==> src/rtl/issue_queue_param.sv <==
// issue_queue_param
//
// Out-of-order issue queue. Dispatch writes an instruction into the lowest
// free slot. Operands that are not yet available wait for their tag on the
// common data bus (CDB). Each cycle the oldest entry whose operands are all
// present and whose target functional unit is ready is presented for issue.
//
// Optional feature, selected by the ISSUE_WAKEUP_BYPASS_EN macro:
//   undefined - a CDB wakeup makes an entry eligible in the following cycle.
//   defined   - a CDB wakeup makes an entry eligible in the broadcast cycle,
//               and the operand is taken directly from cdb_data_i.
//
// Ports
//   clk_i, reset_i       clock, synchronous active-high reset
//   flush_i              discard every resident entry
//   enq_*                dispatch handshake, operands, target FU, payload
//   cdb_valid/tag/data_i NUM_CDB_P result broadcasts, packed per port
//   issue_valid_o        one-hot per-FU issue strobe (all zero when idle)
//   issue_ready_i        per-FU ready
//   issue_src1/src2_o    operands of the presented entry (0 when idle)
//   issue_payload_o      payload of the presented entry (0 when idle)
//   count_o              number of occupied entries
module issue_queue_param #(
    parameter int ENTRIES_P   = 8,
    parameter int NUM_CDB_P   = 4,
    parameter int NUM_FU_P    = 4,
    parameter int TAG_W_P     = 6,
    parameter int DATA_W_P    = 16,
    parameter int PAYLOAD_W_P = 32,
    localparam int IDX_W      = $clog2(ENTRIES_P),
    localparam int CNT_W      = IDX_W + 1,
    localparam int FU_W       = (NUM_FU_P > 1) ? $clog2(NUM_FU_P) : 1
) (
    input  logic                           clk_i,
    input  logic                           reset_i,
    input  logic                           flush_i,
    input  logic                           enq_valid_i,
    output logic                           enq_ready_o,
    input  logic [TAG_W_P-1:0]             enq_src1_tag_i,
    input  logic [TAG_W_P-1:0]             enq_src2_tag_i,
    input  logic                           enq_src1_v_i,
    input  logic                           enq_src2_v_i,
    input  logic [DATA_W_P-1:0]            enq_src1_data_i,
    input  logic [DATA_W_P-1:0]            enq_src2_data_i,
    input  logic [FU_W-1:0]                enq_fu_i,
    input  logic [PAYLOAD_W_P-1:0]         enq_payload_i,
    input  logic [NUM_CDB_P-1:0]           cdb_valid_i,
    input  logic [NUM_CDB_P*TAG_W_P-1:0]   cdb_tag_i,
    input  logic [NUM_CDB_P*DATA_W_P-1:0]  cdb_data_i,
    output logic [NUM_FU_P-1:0]            issue_valid_o,
    input  logic [NUM_FU_P-1:0]            issue_ready_i,
    output logic [DATA_W_P-1:0]            issue_src1_o,
    output logic [DATA_W_P-1:0]            issue_src2_o,
    output logic [PAYLOAD_W_P-1:0]         issue_payload_o,
    output logic [CNT_W-1:0]               count_o
);

    // Entry table
    logic [ENTRIES_P-1:0]   valid_q, valid_d;
    logic [ENTRIES_P-1:0]   s1v_q, s1v_d;
    logic [ENTRIES_P-1:0]   s2v_q, s2v_d;
    logic [TAG_W_P-1:0]     s1t_q [ENTRIES_P];
    logic [TAG_W_P-1:0]     s1t_d [ENTRIES_P];
    logic [TAG_W_P-1:0]     s2t_q [ENTRIES_P];
    logic [TAG_W_P-1:0]     s2t_d [ENTRIES_P];
    logic [DATA_W_P-1:0]    s1d_q [ENTRIES_P];
    logic [DATA_W_P-1:0]    s1d_d [ENTRIES_P];
    logic [DATA_W_P-1:0]    s2d_q [ENTRIES_P];
    logic [DATA_W_P-1:0]    s2d_d [ENTRIES_P];
    logic [FU_W-1:0]        fu_q  [ENTRIES_P];
    logic [FU_W-1:0]        fu_d  [ENTRIES_P];
    logic [PAYLOAD_W_P-1:0] pl_q  [ENTRIES_P];
    logic [PAYLOAD_W_P-1:0] pl_d  [ENTRIES_P];
    // older_q[i][j] set means entry i was accepted before entry j. Only
    // rows/columns of valid entries are meaningful.
    logic [ENTRIES_P-1:0]   older_q [ENTRIES_P];
    logic [ENTRIES_P-1:0]   older_d [ENTRIES_P];
    logic [CNT_W-1:0]       count_q, count_d;

    // CDB match results
    logic [ENTRIES_P-1:0]   s1_hit, s2_hit;
    logic [DATA_W_P-1:0]    s1_hd [ENTRIES_P];
    logic [DATA_W_P-1:0]    s2_hd [ENTRIES_P];
    logic                   enq_s1_hit, enq_s2_hit;
    logic [DATA_W_P-1:0]    enq_s1_hd, enq_s2_hd;

    // Selection
    logic [ENTRIES_P-1:0]   s1_rdy, s2_rdy, fu_rdy, elig, blocked;
    logic                   sel_found;
    logic [IDX_W-1:0]       sel_idx;
    logic [IDX_W-1:0]       enq_idx;
    logic                   enq_fire;

    // Returns {hit, data}; scanning from the top down lets the lowest
    // matching port overwrite any higher one.
    function automatic logic [DATA_W_P:0] cdb_lookup(
        input logic [TAG_W_P-1:0]            tag,
        input logic [NUM_CDB_P-1:0]          vld,
        input logic [NUM_CDB_P*TAG_W_P-1:0]  tags,
        input logic [NUM_CDB_P*DATA_W_P-1:0] datas
    );
        logic [DATA_W_P:0] r;
        r = '0;
        for (int k = NUM_CDB_P - 1; k >= 0; k--) begin
            if (vld[k] && (tags[k*TAG_W_P +: TAG_W_P] == tag)) begin
                r = {1'b1, datas[k*DATA_W_P +: DATA_W_P]};
            end
        end
        return r;
    endfunction

    always_comb begin
        for (int i = 0; i < ENTRIES_P; i++) begin
            {s1_hit[i], s1_hd[i]} = cdb_lookup(s1t_q[i], cdb_valid_i, cdb_tag_i, cdb_data_i);
            {s2_hit[i], s2_hd[i]} = cdb_lookup(s2t_q[i], cdb_valid_i, cdb_tag_i, cdb_data_i);
        end
        {enq_s1_hit, enq_s1_hd} = cdb_lookup(enq_src1_tag_i, cdb_valid_i, cdb_tag_i, cdb_data_i);
        {enq_s2_hit, enq_s2_hd} = cdb_lookup(enq_src2_tag_i, cdb_valid_i, cdb_tag_i, cdb_data_i);
    end

`ifdef ISSUE_WAKEUP_BYPASS_EN
    assign s1_rdy = s1v_q | s1_hit;
    assign s2_rdy = s2v_q | s2_hit;
`else
    assign s1_rdy = s1v_q;
    assign s2_rdy = s2v_q;
`endif

    always_comb begin
        fu_rdy = '0;
        for (int i = 0; i < ENTRIES_P; i++) begin
            for (int f = 0; f < NUM_FU_P; f++) begin
                if (fu_q[i] == FU_W'(f)) begin
                    fu_rdy[i] = issue_ready_i[f];
                end
            end
        end
    end

    assign elig = valid_q & s1_rdy & s2_rdy & fu_rdy;

    // An eligible entry is blocked if any other eligible entry is older;
    // exactly one eligible entry survives.
    always_comb begin
        blocked   = '0;
        sel_found = 1'b0;
        sel_idx   = '0;
        for (int i = 0; i < ENTRIES_P; i++) begin
            for (int j = 0; j < ENTRIES_P; j++) begin
                if (j != i && elig[j] && older_q[j][i]) begin
                    blocked[i] = 1'b1;
                end
            end
        end
        for (int i = 0; i < ENTRIES_P; i++) begin
            if (elig[i] && !blocked[i]) begin
                sel_found = 1'b1;
                sel_idx   = IDX_W'(i);
            end
        end
    end

    // The presented entry's operand is either resident or, in bypass mode,
    // still in flight on the CDB this cycle.
    always_comb begin
        issue_valid_o   = '0;
        issue_src1_o    = '0;
        issue_src2_o    = '0;
        issue_payload_o = '0;
        if (sel_found) begin
            for (int f = 0; f < NUM_FU_P; f++) begin
                issue_valid_o[f] = (fu_q[sel_idx] == FU_W'(f));
            end
            issue_src1_o    = s1v_q[sel_idx] ? s1d_q[sel_idx] : s1_hd[sel_idx];
            issue_src2_o    = s2v_q[sel_idx] ? s2d_q[sel_idx] : s2_hd[sel_idx];
            issue_payload_o = pl_q[sel_idx];
        end
    end

    // Lowest free slot from registered occupancy; a slot issuing this cycle
    // still reads as occupied, so it is not reused until the next cycle.
    always_comb begin
        enq_idx = '0;
        for (int i = ENTRIES_P - 1; i >= 0; i--) begin
            if (!valid_q[i]) begin
                enq_idx = IDX_W'(i);
            end
        end
    end

    assign enq_ready_o = (count_q != CNT_W'(ENTRIES_P));
    assign enq_fire    = enq_valid_i & enq_ready_o & ~flush_i;
    assign count_o     = count_q;

    always_comb begin
        valid_d = valid_q;
        s1v_d   = s1v_q;
        s2v_d   = s2v_q;
        s1t_d   = s1t_q;
        s2t_d   = s2t_q;
        s1d_d   = s1d_q;
        s2d_d   = s2d_q;
        fu_d    = fu_q;
        pl_d    = pl_q;
        older_d = older_q;
        count_d = count_q;
        if (flush_i) begin
            valid_d = '0;
            count_d = '0;
        end else begin
            for (int i = 0; i < ENTRIES_P; i++) begin
                if (valid_q[i] && !s1v_q[i] && s1_hit[i]) begin
                    s1v_d[i] = 1'b1;
                    s1d_d[i] = s1_hd[i];
                end
                if (valid_q[i] && !s2v_q[i] && s2_hit[i]) begin
                    s2v_d[i] = 1'b1;
                    s2d_d[i] = s2_hd[i];
                end
            end
            if (sel_found) begin
                valid_d[sel_idx] = 1'b0;
            end
            if (enq_fire) begin
                valid_d[enq_idx] = 1'b1;
                s1t_d[enq_idx]   = enq_src1_tag_i;
                s2t_d[enq_idx]   = enq_src2_tag_i;
                s1v_d[enq_idx]   = enq_src1_v_i | enq_s1_hit;
                s2v_d[enq_idx]   = enq_src2_v_i | enq_s2_hit;
                s1d_d[enq_idx]   = enq_src1_v_i ? enq_src1_data_i : enq_s1_hd;
                s2d_d[enq_idx]   = enq_src2_v_i ? enq_src2_data_i : enq_s2_hd;
                fu_d[enq_idx]    = enq_fu_i;
                pl_d[enq_idx]    = enq_payload_i;
                // New entry is younger than everything already resident.
                older_d[enq_idx] = '0;
                for (int j = 0; j < ENTRIES_P; j++) begin
                    if (IDX_W'(j) != enq_idx) begin
                        older_d[j][enq_idx] = 1'b1;
                    end
                end
            end
            if (enq_fire && !sel_found) begin
                count_d = count_q + CNT_W'(1);
            end else if (!enq_fire && sel_found) begin
                count_d = count_q - CNT_W'(1);
            end
        end
    end

    always_ff @(posedge clk_i) begin
        if (reset_i) begin
            valid_q <= '0;
            count_q <= '0;
        end else begin
            valid_q <= valid_d;
            count_q <= count_d;
        end
    end

    // Entry contents are qualified by valid_q and need no reset.
    always_ff @(posedge clk_i) begin
        s1v_q   <= s1v_d;
        s2v_q   <= s2v_d;
        s1t_q   <= s1t_d;
        s2t_q   <= s2t_d;
        s1d_q   <= s1d_d;
        s2d_q   <= s2d_d;
        fu_q    <= fu_d;
        pl_q    <= pl_d;
        older_q <= older_d;
    end

endmodule

==> config.mk <==
export PLATFORM = sky130hd
export DESIGN_NAME = issue_queue_param
export DESIGN_NICKNAME = d
export VERILOG_FILES = /design/src/rtl/issue_queue_param.sv
export SDC_FILE = /design/constraint.sdc
export NUM_CORES = 2
export LEC_CHECK = 0
export CAP_MARGIN = 15
export CORE_ASPECT_RATIO = 0.7
export CORE_UTILIZATION = 35
export CTS_CLUSTER_SIZE = 12
export DETAILED_ROUTE_END_ITERATION = 6
export PLACE_DENSITY = 0.55
export REMOVE_ABC_BUFFERS = 1
export SYNTH_ARGS = -nofsm -noshare
export SYNTH_HDL_FRONTEND = slang
export SYNTH_SLANG_ARGS = --single-unit
export TNS_END_PERCENT = 10
==> constraint.sdc <==
create_clock -name clk_i -period 13.8 [get_ports clk_i]
set_clock_uncertainty 0.05 [all_clocks]
set_input_delay 2.07 -clock clk_i [delete_from_list [all_inputs] [get_ports clk_i]]
set_output_delay 2.07 -clock clk_i [all_outputs]
set_load 0.02 [all_outputs]
======== Yosys cells after proc, flatten, opt, wreduce, memory -nomap -nowiden ========
Cells that the tools add are included.
Widths: inputs -> output; s select.
storage, ports and cells
  output and inout port bits .............. 73
  bits in registers ....................... 716
  word-level logic and storage cells ...... 727
  input port bits ......................... 180
cells by class
  reduce and logical (&&, ||, !) cells .... 212
  muxes and demuxes ....................... 316
  bitwise operators ....................... 23
  equal/unequal tests ..................... 107
  $lt $le $gt $ge ......................... 7
  add/subtract/negate cells ............... 2
operators with widths
  cell                count
  $mux 17             72
  $mux 16             47
  $eq 6x6->1          72
  $bwmux 128          2
  $bwmux 256          1
  $mux 128            2
  $bmux 16 s3         4
  $logic_and 1x1->1   173
  $mux 1              133
  $mux 32             4
  $mux 8              14
  $bmux 32 s3         1
  $bwmux 48           2
  $demux 32 s3        1
  $or 8x8->8          9
  $and 64x64->64      1
  $not 64->64         1
  $demux 16 s3        1
  $mux 3              14
  $eq 2x2->1 const B  18
  $and 8x8->8         4
  $logic_not 1->1     26
  $demux 8 s3         1
  $demux 6 s3         1
  other kinds (30)    63

======== Depth between registers and ports, before layout ========
  depth in word-level cells ............... 33
  gate-level depth with buffers ........... 18
  gate-level depth less buffers ........... 16

======== Worst setup path before layout ========
OpenSTA, ideal clock, no wires.
  path type ............................... input port to flip-flop
  start ................................... input flush_i
  end ..................................... register s1d_q[57] in the netlist's numbering, data pin
  data required time ...................... 13.393 ns
  setup slack ............................. 1.345 ns
  library setup time ...................... 0.357 ns
  cell stages on the path ................. 8
  data arrival time ....................... 12.048 ns
  buffers on the path ..................... 1
  path through ............................ inv_1 nand3_1 inv_1 and3_1 nand2_1 clkinv_1 clkbuf_1 a221oi_1
on the way
  longest elaborated chain between the ends .. 3
RTL lines
  item                        RTL line  source
  from (decl)                 36        input logic flush_i,
  $not 1->1 (no source line)  -
  $and 1x1->1                 192       assign enq_fire = enq_valid_i & enq_ready_o & ~flush_i;
  $mux 128                    224       if (enq_fire) begin
  to (signal assigned)        266       s1d_q <= s1d_d;
  to (decl)                   66        logic [DATA_W_P-1:0] s1d_q [ENTRIES_P];
Every way passes these cells.
A chain may end at the register's enable or synchronous reset.

======== Worst setup path after layout ========
  start ................................... input issue_ready_i[3]
  end ..................................... output issue_src2_o[5]
on the way
  longest elaborated chain between the ends .. 25
  elaborated cells between the ends (all ways) .. 163
  those cells by class .................... mux: 89; bitwise: 2; reduce/logical: 72
RTL lines
  item                                         RTL line  source
  from (decl)                                  51        input logic [NUM_FU_P-1:0] issue_ready_i,
  $mux 1                                       133       if (fu_q[i] == FU_W'(f)) begin
  $and 8x8->8 *                                140       assign elig = valid_q & s1_rdy & s2_rdy & fu_rdy;
  $logic_and 1x1->1                            150       if (j != i && elig[j] && older_q[j][i]) begin
  $mux 1 (7 in series)                         150
  $logic_not 1->1                              156       if (elig[i] && !blocked[i]) begin
  $logic_and 1x1->1                            156
  $mux 1                                       156
  $mux 3 (6 in series)                         156
  $not 3->4 (implied by the code)              175       issue_src2_o = s2v_q[sel_idx] ? s2d_q[sel_idx] : s2_hd[sel_idx];
  $bmux 16 s3                                  175
  $mux 16 (implied by the code) (2 in series)  175
  $mux 16                                      175
  $mux 16 *                                    170       if (sel_found) begin
  to (decl)                                    53        output logic [DATA_W_P-1:0] issue_src2_o,
Every way passes the cells marked *; elsewhere a longest branch is shown, timed or not. The select of a mux whose other input is x is not followed.

==> results.txt <==
----------------------------------------------------
[STA]
  Top achievable clock speed ... between 0.1 and 0.15 GHz
  Unrepaired setup endpoints after global routing ... false
  Setup Total Neg Slack ... 0 ns
  Final number of setup-violating endpoints ... 0
  Actual slew at the worst max-slew pin ... 1.24 ns
  Number of pins with negative max-slew slack in the final report ... 0
  Max-slew headroom at the worst pin ... 0.167
  Worst-case setup margin in the final layout ... just under 4 ns
  Hold Vio Cnt, Final ... 0
  Final worst hold slack ... ~0.46 ns
  Tcrit/Tclk final ... 0.716
  Period minus WS final ... ~10 ns

[Outcome]
  Outcome ... complete, but fails checks
  Failing checks ... design-rule violations

[Critical path]
  R2R setup slack ... about 7.5 ns
  Number of cell instances on the worst register-to-register path ... 17
  Signal arrival time at the worst endpoint ... 7.76 ns
  Capture point of the critical path ... issue_src2_o[5]
  R2r startpoint ... valid_q[4]
  Critical-path maximum fanout ... between 50 and 60
  Class of the most critical setup path ... in -> out
  Critical path required time ... 11.68 ns
  Worst Setup Start Kind ... primary input
  Endpoint of the most critical register-to-register path ... count_o[3]
  Endpoint class of the critical path ... output pin
  Critical Path Source ... issue_ready_i[3]

[Die]
  Height of the chip ... ~300 µm
  Number of top-level pins ... 253
  Overall die area ... approximately 130000 µm²
  Die X-Extent ... about 430 µm
  Core ar. ... ~130000 µm²
  Initial Utilization ... 0.353
  Standard-cell row count ... between 100 and 150

[Job]
  Number of max-cap violations ... 0

[Clock network]
  Clock slew at the register clock pins of the worst setup and hold paths ... about 0.060 ns
  Number of sinks driven by the clock tree ... between 700 and 800
  Buffer depth of the longest clock path ... 3
  Number of instances resized during post-cts repair ... 0
  Clock insertion delay at the later pin of the skew report ... 0.68 ns
  # H-tree levels ... 3
  Post-CTS setup buffer count ... 0
  Root buffer cell ... sky130_fd_sc_hd__clkbuf_16
  Post-cts hold buffer count ... 0
  Total clock buffers created by CTS ... 80
  Clock tree from TritonCTS ... built

[Synth]
  Async SR Flop Fraction ... 0
  Total number of yosys warnings ... 0
  Register bit count reported by yosys ... about 700
  Cells after Synth ... between 4000 and 5000
  Syn Std Cell Area ... ~45000 µm²
  EDFF count, synth ... approximately 700
  Avg Cell Area, Syn ... 9.74 µm²
  Primary flip-flop cell chosen by synthesis mapping ... sky130_fd_sc_hd__edfxtp_1
  Number of distinct library cells after synthesis ... 70
  Sequential area share after synthesis ... 0.466

[GRT]
  First-pass GRT wire length ... roughly 280 mm
  Leftover overflow at the end of global routing ... 0
  Number of antenna violations at the first check in global routing ... 6
  Via count of the first global-routing pass ... ~38000
  Global-route total usage across every layer ... 0.295
  Maximum number of pins on one net before global-route repair ... just over 90

[Power]
  Internal cell power ... about 3.8 mW
  Share of power burned in the clock network ... 0.412
  Portion of total power attributed to sequential cells ... 0.484
  Worst voltage drop across the vdd grid ... 0.0000867 V
  Power per cell area ... about 97 nW/µm²
  Switching Fraction ... 0.259
  Net switching component of the power ... 1.33 mW
  Leak Pwr ... 16.3 nW
  Proportion of power drawn by combinational gates ... 0.104

[Final layout]
  Most frequent standard cell in the layout excluding fill and tap cells ... sky130_fd_sc_hd__edfxtp_1
  Area growth from synthesis to final layout ... 15.8%
  Fraction of layout cells with a size suffix above 1 ... 0.0980
  Final net count ... approximately 4800
  Leading cell types in the layout, fill and taps excluded ... sky130_fd_sc_hd__edfxtp_1, sky130_fd_sc_hd__nand2_1, sky130_fd_sc_hd__a221oi_1

[Route]
  Number of routed nets with antenna violations ... 0
  Per-cell routed wire length ... 31.2 µm
  Initial DRC count ... 6917
  Max layer used ... met5
  Metal2 WL ... 82.0 mm
  Via density per instance ... between 6 and 7
  Routed wire length ... approximately 200 mm
  Detailed-route DRC error count ... 32
  Number of detailed-routing iterations run before antenna repair ... 7
  Wire length on met3 ... 30.0 mm
  Detailed-route wire length on metal 1 ... around 80 mm
  Total via count in the routed design ... approximately 42000

[Placement]
  Sum of net half-perimeters after detailed placement ... around 120 mm
  Global placement routability congestion ... slightly above 0.9
  Pre-CTS setup slack ... 4.01 ns
  Input/output buffers ... around 250

[Min path]
  Worst hold path type ... reg -> reg

----------------------------------------------------
## state kept, by name, indices dropped and copies added (netlist names), named ones only
signal / flops
pl_q: 256
s2t_q: 48
s1d_q: 128
s2_rdy: 8
valid_q: 8
s1t_q: 48
s1_rdy: 8
s2d_q: 128
older_q: 52
fu_q: 16
count_o: 4
## worst max-delay path, cell delays in order
cell and delay (ns):
sky130_fd_sc_hd__clkdlybuf4s50_1 0.55, sky130_fd_sc_hd__mux4_2 0.54, sky130_fd_sc_hd__and4_1 0.33, sky130_fd_sc_hd__a22o_1 0.29, sky130_fd_sc_hd__a2111oi_1 0.89, sky130_fd_sc_hd__a211oi_1 0.26
sky130_fd_sc_hd__nand2_4 0.66, sky130_fd_sc_hd__buf_4 0.81, sky130_fd_sc_hd__nand2_1 0.12, sky130_fd_sc_hd__a31oi_1 0.21, sky130_fd_sc_hd__and3_1 0.31, sky130_fd_sc_hd__clkdlybuf4s50_1 0.65
## synthesized netlist by cell type (all sizes together) (10+ instances only)
cell type	count	share of area
or2	10	0.0014
o211ai	109	0.018
a22o	12	0.0023
mux2i	142	0.031
a32oi	63	0.012
dfxtp	12	0.0053
nand2	571	0.047
buf	112	0.011
inv	27	0.0022
nor4	65	0.0090
nor3	77	0.0085
a22oi	24	0.0040
a21o	14	0.0023
o21ai	217	0.024
xor2	183	0.035
clkbuf	444	0.037
and2	16	0.0022
nand3	145	0.016
edfxtp	696	0.46
a21oi	155	0.017
a31oi	34	0.0047
and3	89	0.012
nand4	76	0.010
a221oi	342	0.066
nor2b	112	0.015
o311ai	63	0.012
a211o	72	0.014
nand3b	15	0.0025
mux2	11	0.0027
xnor2	252	0.049
nor2	300	0.025
a211oi	62	0.010
a311oi	14	0.0028
nor3b	11	0.0018
## kinds of logic after synthesis
kind of cell	share of synthesized area
AOI/OAI and AO/OA	0.204
xor gates and xnor gates	0.0840
adders and majority gates	0.00127
buffers and inverters	0.0507
DFF	0.466
muxes	0.0380
and+or+nand+nor	0.156
## worst min path at each step
stage / startpoint / endpoint / cells after the start
after CTS: count_o[3] / count_o[3] / 2
after global placement: count_o[3] / count_o[3] / 2
final: count_o[3] / count_o[3] / 2
after floorplan: valid_q[7] / valid_q[7] / 2
after detailed placement: count_o[3] / count_o[3] / 2
after global routing: count_o[3] / count_o[3] / 2
## routing by layer
layer	GRT usage	vias to the layer above
met5	0.00428	-
li1	-	17700
met3	0.112	503
met1	0.408	20500
met2	0.417	3264
met4	0.106	10
## power groups by stage
stage          sequential (mW)  clock [mW]  combinational [mW]
2_1_floorplan             2.51           0               0.213
3_3_place_gp              2.52           0               0.503
3_5_place_dp              2.51           0               0.510
4_1_cts                   2.47        2.12               0.511
5_1_grt                   2.48        2.20               0.554
6_report                  2.47        2.11               0.531
## final cells by class
class / count / area [µm²]
tap: 1736 / 2170
sequential: 708 / 21100
inverter: 34 / 151
timing repair buffer: 461 / 4110
antenna: 2 / 5.00
clock inverter: 37 / 267
multi-input combinational: 3360 / 22500
clock buffer: 95 / 2160
fill: 12500 / 76000
## metrics by stage
stage                     instances  utilization  power [mW]  cell area, µm²
after floorplan                4102            -        2.72           43200
after global placement         6296        0.389        3.02           50000
after detailed placement       6296        0.389        3.02           50000
after CTS                      6428        0.408        5.10           52400
after global routing           6433        0.408        5.23           52500
final                          6433        0.408        5.11           52500
No activity file was read; power rests on OpenSTA's default activity.
